## config.mk

```make
export PLATFORM = sky130hd
export DESIGN_NAME = mc_core
export DESIGN_NICKNAME = d
export VERILOG_FILES = /design/src/rtl/mc_core.sv
export SDC_FILE = /design/constraint.sdc
export NUM_CORES = 1
export LEC_CHECK = 0
export CORE_ASPECT_RATIO = 1.75
export CORE_MARGIN = 2
export CORE_UTILIZATION = 50
export CTS_CLUSTER_SIZE = 10
export DETAILED_ROUTE_END_ITERATION = 16
export HOLD_SLACK_MARGIN = 0.03
export MAX_ROUTING_LAYER = met4
export PLACE_DENSITY_LB_ADDON = 0.05
export SYNTH_ARGS = -nofsm -noshare
export SYNTH_HDL_FRONTEND = slang
export SYNTH_SLANG_ARGS = --single-unit
```

## constraint.sdc

```tcl
create_clock -name clk -period 5.67 [get_ports clk]
set_clock_uncertainty 0.15 [all_clocks]
set_input_delay 1.4175 -clock clk [delete_from_list [all_inputs] [get_ports clk]]
set_output_delay 1.4175 -clock clk [all_outputs]
set_load 0.05 [all_outputs]
```

## src/rtl/mc_core.sv

```systemverilog
// mc_core: multi-cycle core. Every instruction steps through
// FETCH -> DECODE -> EXEC -> (MEM) -> WB. The instruction ROM is read
// combinationally. Data memory is external and uses a req/ack handshake,
// so RAMs with wait states can be attached.
//
// Ports:
//   clk, reset_n      clock (rising edge) and asynchronous active-low reset
//   start             1-cycle pulse, runs from PC=0 (accepted in IDLE/HALTED only)
//   done              high while in HALTED
//   imem_addr/_data   PC out, 9-bit instruction in (latched at end of FETCH)
//   dmem_req/_we      request (held until ack) / 1 = store
//   dmem_addr/_wdata  r[a]+MEM_OFS / store data r[b]
//   dmem_rdata/_ack   load data (taken on ack) / access complete
//   cyc_cnt           cycle counter over FETCH..WB, saturating
//
// Build option: define MC_CORE_PERF_CNT_EN to implement cyc_cnt; without it
// cyc_cnt is tied to zero and no counter flops exist.
module mc_core #(
  parameter int unsigned W       = 8,
  parameter int unsigned D       = 12,
  parameter int unsigned NREG    = 8,
  parameter int unsigned MEM_OFS = 8
) (
  input  logic         clk,
  input  logic         reset_n,
  input  logic         start,
  output logic         done,
  output logic [D-1:0] imem_addr,
  input  logic [8:0]   imem_data,
  output logic         dmem_req,
  output logic         dmem_we,
  output logic [W-1:0] dmem_addr,
  output logic [W-1:0] dmem_wdata,
  input  logic [W-1:0] dmem_rdata,
  input  logic         dmem_ack,
  output logic [31:0]  cyc_cnt
);

  localparam int unsigned RW = $clog2(NREG);

  typedef enum logic [2:0] {
    S_IDLE, S_FETCH, S_DECODE, S_EXEC, S_MEM, S_WB, S_HALTED
  } state_e;

  typedef enum logic [3:0] {
    OP_ADD  = 4'h0, OP_SUB = 4'h1, OP_AND = 4'h2, OP_XOR = 4'h3,
    OP_ADDI = 4'h4, OP_MOV = 4'h5, OP_SHF = 4'h6, OP_CMP = 4'h7,
    OP_BR   = 4'h8, OP_ST  = 4'hC, OP_LD  = 4'hD, OP_HALT = 4'hF
  } op_e;

  state_e         state_q, state_d;
  logic [D-1:0]   pc_q, pcn_q, pcn_d;
  logic [8:0]     ir_q;
  logic [W-1:0]   rf_q [NREG];
  logic           c_q, z_q, lt_q;
  logic           cn_q, zn_q, ltn_q, c_d, z_d, lt_d;
  logic [W-1:0]   opa_q, opb_q, res_q, res_d;
  logic           wen_q, wen_d;
  logic [RW-1:0]  widx_q, widx_d;
  logic [RW-1:0]  a_idx, b_idx;
  logic [3:0]     op;
  logic [W:0]     sum;
  logic           shin, taken, start_ok;

  assign op       = ir_q[8:5];
  assign a_idx    = RW'(ir_q[4:3]);
  assign b_idx    = RW'(ir_q[2:0]);
  assign start_ok = start && (state_q == S_IDLE || state_q == S_HALTED);

  assign done       = (state_q == S_HALTED);
  assign imem_addr  = pc_q;
  assign dmem_req   = (state_q == S_MEM);
  assign dmem_we    = dmem_req && (op == OP_ST);
  assign dmem_addr  = opa_q + W'(MEM_OFS);
  assign dmem_wdata = opb_q;

  always_ff @(posedge clk or negedge reset_n) begin
    if (!reset_n) state_q <= S_IDLE;
    else          state_q <= state_d;
  end

  always_comb begin
    state_d = state_q;
    unique case (state_q)
      S_IDLE, S_HALTED: if (start) state_d = S_FETCH;
      S_FETCH:          state_d = S_DECODE;
      S_DECODE:         state_d = (op == OP_HALT) ? S_HALTED : S_EXEC;
      S_EXEC:           state_d = (op == OP_LD || op == OP_ST) ? S_MEM : S_WB;
      S_MEM:            if (dmem_ack) state_d = S_WB;
      S_WB:             state_d = S_FETCH;
      default:          state_d = S_IDLE;
    endcase
  end

  // Execute stage: result, destination and pending flags/PC are computed
  // here and committed together in WB.
  always_comb begin
    res_d  = opb_q;
    c_d    = c_q;
    z_d    = z_q;
    lt_d   = lt_q;
    wen_d  = 1'b0;
    widx_d = b_idx;
    pcn_d  = pc_q + D'(1);
    sum    = '0;
    shin   = ir_q[4] & c_q;
    taken  = 1'b0;
    case (op)
      OP_ADD: begin
        sum   = {1'b0, opb_q} + {1'b0, opa_q};
        res_d = sum[W-1:0];
        c_d   = sum[W];
        wen_d = 1'b1;
      end
      OP_SUB: begin
        // Top bit of the (W+1)-bit difference is the borrow.
        sum   = {1'b0, opb_q} - {1'b0, opa_q};
        res_d = sum[W-1:0];
        c_d   = sum[W];
        wen_d = 1'b1;
      end
      OP_AND: begin res_d = opb_q & opa_q; wen_d = 1'b1; end
      OP_XOR: begin res_d = opb_q ^ opa_q; wen_d = 1'b1; end
      OP_ADDI: begin
        res_d  = opa_q + W'(ir_q[2:0]);
        widx_d = a_idx;
        wen_d  = 1'b1;
      end
      OP_MOV: begin res_d = opb_q; widx_d = a_idx; wen_d = 1'b1; end
      OP_SHF: begin
        if (!ir_q[3]) begin
          res_d = {opb_q[W-2:0], shin};
          c_d   = opb_q[W-1];
        end else begin
          res_d = {shin, opb_q[W-1:1]};
          c_d   = opb_q[0];
        end
        wen_d = 1'b1;
      end
      OP_CMP: begin
        z_d  = (opa_q == opb_q);
        lt_d = (opa_q < opb_q);
      end
      OP_BR: begin
        case (ir_q[4:3])
          2'b00:   taken = 1'b1;
          2'b01:   taken = z_q;
          2'b10:   taken = !z_q;
          default: taken = lt_q;
        endcase
        if (taken) pcn_d = pc_q + D'(signed'(opb_q));
      end
      OP_LD:   wen_d = 1'b1;
      default: ;
    endcase
  end

  always_ff @(posedge clk or negedge reset_n) begin
    if (!reset_n) begin
      pc_q   <= '0;
      pcn_q  <= '0;
      ir_q   <= '0;
      c_q    <= 1'b0;
      z_q    <= 1'b0;
      lt_q   <= 1'b0;
      cn_q   <= 1'b0;
      zn_q   <= 1'b0;
      ltn_q  <= 1'b0;
      opa_q  <= '0;
      opb_q  <= '0;
      res_q  <= '0;
      wen_q  <= 1'b0;
      widx_q <= '0;
      for (int unsigned i = 0; i < NREG; i++) rf_q[i] <= '0;
    end else begin
      case (state_q)
        S_IDLE, S_HALTED: if (start_ok) begin
          pc_q <= '0;
          c_q  <= 1'b0;
        end
        S_FETCH:  ir_q <= imem_data;
        S_DECODE: begin
          opa_q <= rf_q[a_idx];
          opb_q <= rf_q[b_idx];
        end
        S_EXEC: begin
          res_q  <= res_d;
          wen_q  <= wen_d;
          widx_q <= widx_d;
          cn_q   <= c_d;
          zn_q   <= z_d;
          ltn_q  <= lt_d;
          pcn_q  <= pcn_d;
        end
        S_MEM: if (dmem_ack) res_q <= dmem_rdata;
        S_WB: begin
          if (wen_q) rf_q[widx_q] <= res_q;
          c_q  <= cn_q;
          z_q  <= zn_q;
          lt_q <= ltn_q;
          pc_q <= pcn_q;
        end
        default: ;
      endcase
    end
  end

`ifdef MC_CORE_PERF_CNT_EN
  logic [31:0] cnt_q;
  always_ff @(posedge clk or negedge reset_n) begin
    if (!reset_n)                                                    cnt_q <= '0;
    else if (start_ok)                                               cnt_q <= '0;
    else if (state_q != S_IDLE && state_q != S_HALTED && cnt_q != '1) cnt_q <= cnt_q + 32'd1;
  end
  assign cyc_cnt = cnt_q;
`else
  assign cyc_cnt = '0;
`endif

endmodule

```

Word level (Yosys, flattened, before mapping)
Index checks and enable logic that the tools add are counted.

storage, ports and cells
  flip-flop bits (word level) = 134
  bits in latches = 0
  bits in writable memories = 0
  bits in read-only memories = 0
  logic and storage cells = 113
  memories kept = 0

cells by class
  add/subtract/negate cells = 6
  multiply operators = 0
  div/mod/pow operators = 0
  $lt $le $gt $ge = 5
  equal/unequal tests = 23
  shifts and indexed selects = 0
  muxes and demuxes = 32
  bitwise operators = 6
  reductions and logical operators = 18

operators by type and width
  kind                                                                    count
  64-bit bitwise mux                                                      1
  8-bit two-way mux                                                       7
  8-bit binary-select mux with 3-bit select                               2
  8-bit one-hot mux with 6 select lines                                   1
  12-bit two-way mux                                                      3
  8-bit demux with 3-bit select                                           1
  12-bit one-hot mux with 2 select lines                                  1
  3-bit one-hot mux with 6 select lines                                   1
  4-bit by 3-bit equality test with 1-bit output (second input constant)  4
  4-bit equality test (second input constant)                             4
  8-bit one-hot mux with 2 select lines                                   1
  12-bit by 1-bit adder with 12-bit output (second input constant)        1
  12-bit adder                                                            1
  4-bit >= comparator (second input constant)                             3
  3-bit two-way mux                                                       4
  8-bit by 8-bit adder with 9-bit output                                  1
  3-bit equality test (second input constant)                             3
  8-bit by 8-bit subtractor with 9-bit output                             1
  8-bit by 3-bit adder with 8-bit output                                  1
  8-bit by 4-bit adder with 8-bit output (second input constant)          1
  8-bit bitwise AND                                                       1
  4-bit by 2-bit equality test with 1-bit output (second input constant)  2
  8-bit equality test                                                     1
  8-bit less-than comparator                                              1
  25 further kinds                                                        43

Depth between registers and ports, before layout
  depth after elaboration = 6
  gate-level depth with buffers = 10
  depth with buffers taken out = 10

Worst setup path before layout
Ideal clock, no wire load.

  kind = reg-to-output
  start = register ir_q[6]
  end = output dmem_we
  data arrival time = 2395 ps
  slack = 1708 ps
  cell stages (with the launch flop) = 5
  path buffers = 3
  path through = dfrtp_1 > buf_2 > buf_2 > buf_1 > nor4_1

on the way
  longest elaborated chain between the ends = 2

ends and longest elaborated chain
  item                    line  source
  start, declared         53    logic [8:0] ir_q;
  start signal, assigned  181   S_FETCH: ir_q <= imem_data;
  4-bit equality test     73    assign dmem_we = dmem_req && (op == OP_ST);
  1-bit logical AND       73
  end, declared           31    output logic dmem_we,

No other way between the ends.

Worst setup path in the final report
  start = register ir_q[7]
  end = output dmem_we

The elaborated chain is that of the path after synthesis.

==> run summary <==
WP buf/inv - 1
VDD IR max - 0.000261 V
Clock root buffer - clkbuf_16
Final std cells w/o fill - 1084
Share of the synthesized area in the top cell type - 39.4%
Critical Path Fanout Max - 29
Final worst slack - 1360 ps
Clock Path Buffers - 2
Final setup fails - 0
Die Wd - 103 µm
Power after layout - 5.93 mW
Vias per inst - 5.98
Routed wire length - 23500 µm
Final period util - 76.1%
1st-iter DRT viols - 284
Die Ht - 177 µm
I/O Pins - 84
Vias in the first global route - 6698
Commonest non-fill, non-tap cell in the layout - dfrtp_1
Setup TNS - 0 ps
Cell Pwr Density - 612 nW/µm²
Area contributors post-synth - dfrtp_1 39%, mux2_2 10%, mux4_2 6.6%, ha_1 4.8%, buf_4 3.3%
Max H-tree Level - 4
Max Freq - 0.232 GHz
Final nets - 902
CTS resizes - 0
Place WS - 1870 ps
Clk_lat worst skew - 430 ps
Antenna diodes - 0
Final worst path period need - 4310 ps
TritonCTS clock tree - done
Placed instance count - 1052
IO buf count - 51
Most used flip-flop cell after synthesis - dfrtp_1
Yosys warnings - 0
Avg WL per Cell - 21.7 µm
Die area - 18100 µm²
Row cnt - 63
Slowest stage delay, CP - 890 ps
Synthesized cell area - 8520 µm²
Crit Path Class - reg -> out
Post-CTS Hold Fix Bufs - 0
Outcome - finished clean
Share of cells above drive strength 1 - 19.0%
Async SR Flop Fraction - 100%
Fillcell total - 1476
Most frequent cells in the layout - 134 x dfrtp_1, 78 x mux2_2, 60 x nand2_1
Post-synthesis cell count - 809
Slew HR - 29.4%
Slowest-stage cell, CP - clkdlybuf4s50_1
MaxCap Viol Count - 0
GRT overflow - 0
Crit path launch type - register
Initial core utilization - 50.7%
CTS buffer count - 17
Post-synth EDFFs - 0
HPWL Detailed - 17400 µm
Post-CTS setup buffer count - 0
Reg clk slew, reported paths - 60 ps
Final max-slew violation count - 0
Leakage - 4.35 nW
Critical path cell sequence - nand2_1, nor4_1, clkdlybuf4s50_1
RSZ-0062 raised after global routing - false
Unique masters post-synth - 72
Crit. End Element - primary output
CP arrival - 2750 ps
Critical path's top delay family - buffers and inverters
Core area - 16800 µm²
Initial DRT Pass Iterations - 5
Residual DRC - 0
Worst Hold Class - reg -> reg
Vias - 6485
RD Place Congestion - 1.04
Largest net degree at the start of global routing - 99
CTS sink count - 134
Tot GR Track Use - 28.4%
Cell accounting for the most synthesized area - dfrtp_1
Seq/Total Area, Yosys - 39.4%
Antenna-violating nets left - 0
Initial antenna violation count - 0
CP Data Required Time - 4100 ps
First-pass GRT wire length - 37000 µm
Mean Syn Cell Area - 10.5 µm²
Worst R2R Setup Slack - 2610 ps
Flops & latches, synth - 134
P&R area growth vs syn - 13.7%
Fin. Hold Viols - 0
Least-Margin Pin Slew - 1060 ps
-- worst min-delay path, cell delays in order, from the launching register on --
cell and delay, ps:
dfrtp_1 350, nand2_1 50, nand2_1 50
-- final timing paths --
path                            startpoint       end  cells past startpoint
worst max-delay path               ir_q[7]   dmem_we                      3
worst max register to register     ir_q[1]  res_q[5]                      7
worst min-delay path              pcn_q[4]  pcn_q[4]                      2
max in group asynchronous          reset_n  rf_q[45]                      2
min in group asynchronous          reset_n  pcn_q[2]                      1
worst min register to register    pcn_q[4]  pcn_q[4]                      2
-- where the power goes --
group | leakage, nW | internal [mW] | total, mW | switching (mW)
Sequential | 1.77 | 1.29 | 1.89 | 0.602
Clock | 0.312 | 0.739 | 1.18 | 0.446
Combinational | 2.27 | 1.21 | 2.85 | 1.64
Total | 4.35 | 3.24 | 5.93 | 2.69
-- synth_stat cells, types with 3 or more instances --
cell,instances
dfrtp_1,134
mux2_2,78
nand2_1,60
nor2_1,54
a21oi_1,52
o21ai_0,43
buf_4,37
ha_1,33
mux4_2,25
clkbuf_1,20
inv_1,20
mux2i_1,18
nand3_1,16
a22o_1,15
xnor2_1,15
buf_2,14
xor2_1,14
a31oi_1,13
nor2b_1,12
nor3_1,9
and3_1,8
a21o_1,7
a22oi_1,7
nand2b_1,6
o21a_1,6
o22ai_1,5
a211o_1,4
buf_1,4
fa_1,4
nand4_1,4
nor4_1,4
o21bai_1,4
a221o_1,3
a221oi_1,3
nand3b_1,3
nor3b_1,3
o211ai_1,3
o221ai_1,3
o31ai_1,3
-- layout make-up --
type                            instances  area (µm²)  share of cell area (%)
Clock inverter                         15         201                    2.08
Timing Repair Buffer                   61         587                    6.06
Tap cell                              227         284                    2.93
Sequential cell                       134        3350                    34.6
Multi-Input combinational cell        609        4760                    49.1
Inverter                               21        78.8                   0.814
Clock buffer                           17         425                    4.39
-- metrics by stage --
| step | util [%] | cell area [µm²] | hold WS, ps |
|---|---|---|---|
| 6_report | 57.7 | 9690 | 331 |
| 5_1_grt | 57.7 | 9690 | 353 |
| 4_1_cts | 57.7 | 9690 | 341 |
| 3_5_place_dp | 54.0 | 9060 | 327 |
| 3_3_place_gp | 54.0 | 9060 | 307 |
| 2_1_floorplan | - | 8640 | 289 |
-- state kept, by name, summed over array words and instances (netlist names), 3 cells and up --
signal	count
dmem_wdata	8
res_q	8
imem_addr	12
opa_q	8
rf_q	64
ir_q	9
state_q	3
pcn_q	12
widx_q	3
-- metal layers --
layer | vias up | wire length [µm] | global-route usage (%)
li1 | 2982 | - | -
met1 | 3241 | 8270 | 28.5
met2 | 193 | 13500 | 52.1
met3 | 69 | 714 | 3.99
met4 | 0 | 1080 | 14.2
met5 | - | 0 | -
-- logic make-up (layout without fill, tap and decap cells) --
| group | count (synthesis) | in the layout | synth area share (%) |
|---|---|---|---|
| buffers and inverters | 97 | 114 | 6.20 |
| AO/OA/AOI/OAI | 186 | 186 | 14.0 |
| multiplexers | 121 | 121 | 19.0 |
| AND/OR/NAND/NOR | 204 | 204 | 12.6 |
| adder cells (fa/ha/maj) | 37 | 37 | 5.79 |
| XOR/XNOR | 29 | 29 | 2.98 |
| flip-flops | 134 | 134 | 39.4 |
| other | 1 | 32 | 0.0440 |
Power figures use the tool's default switching activity.
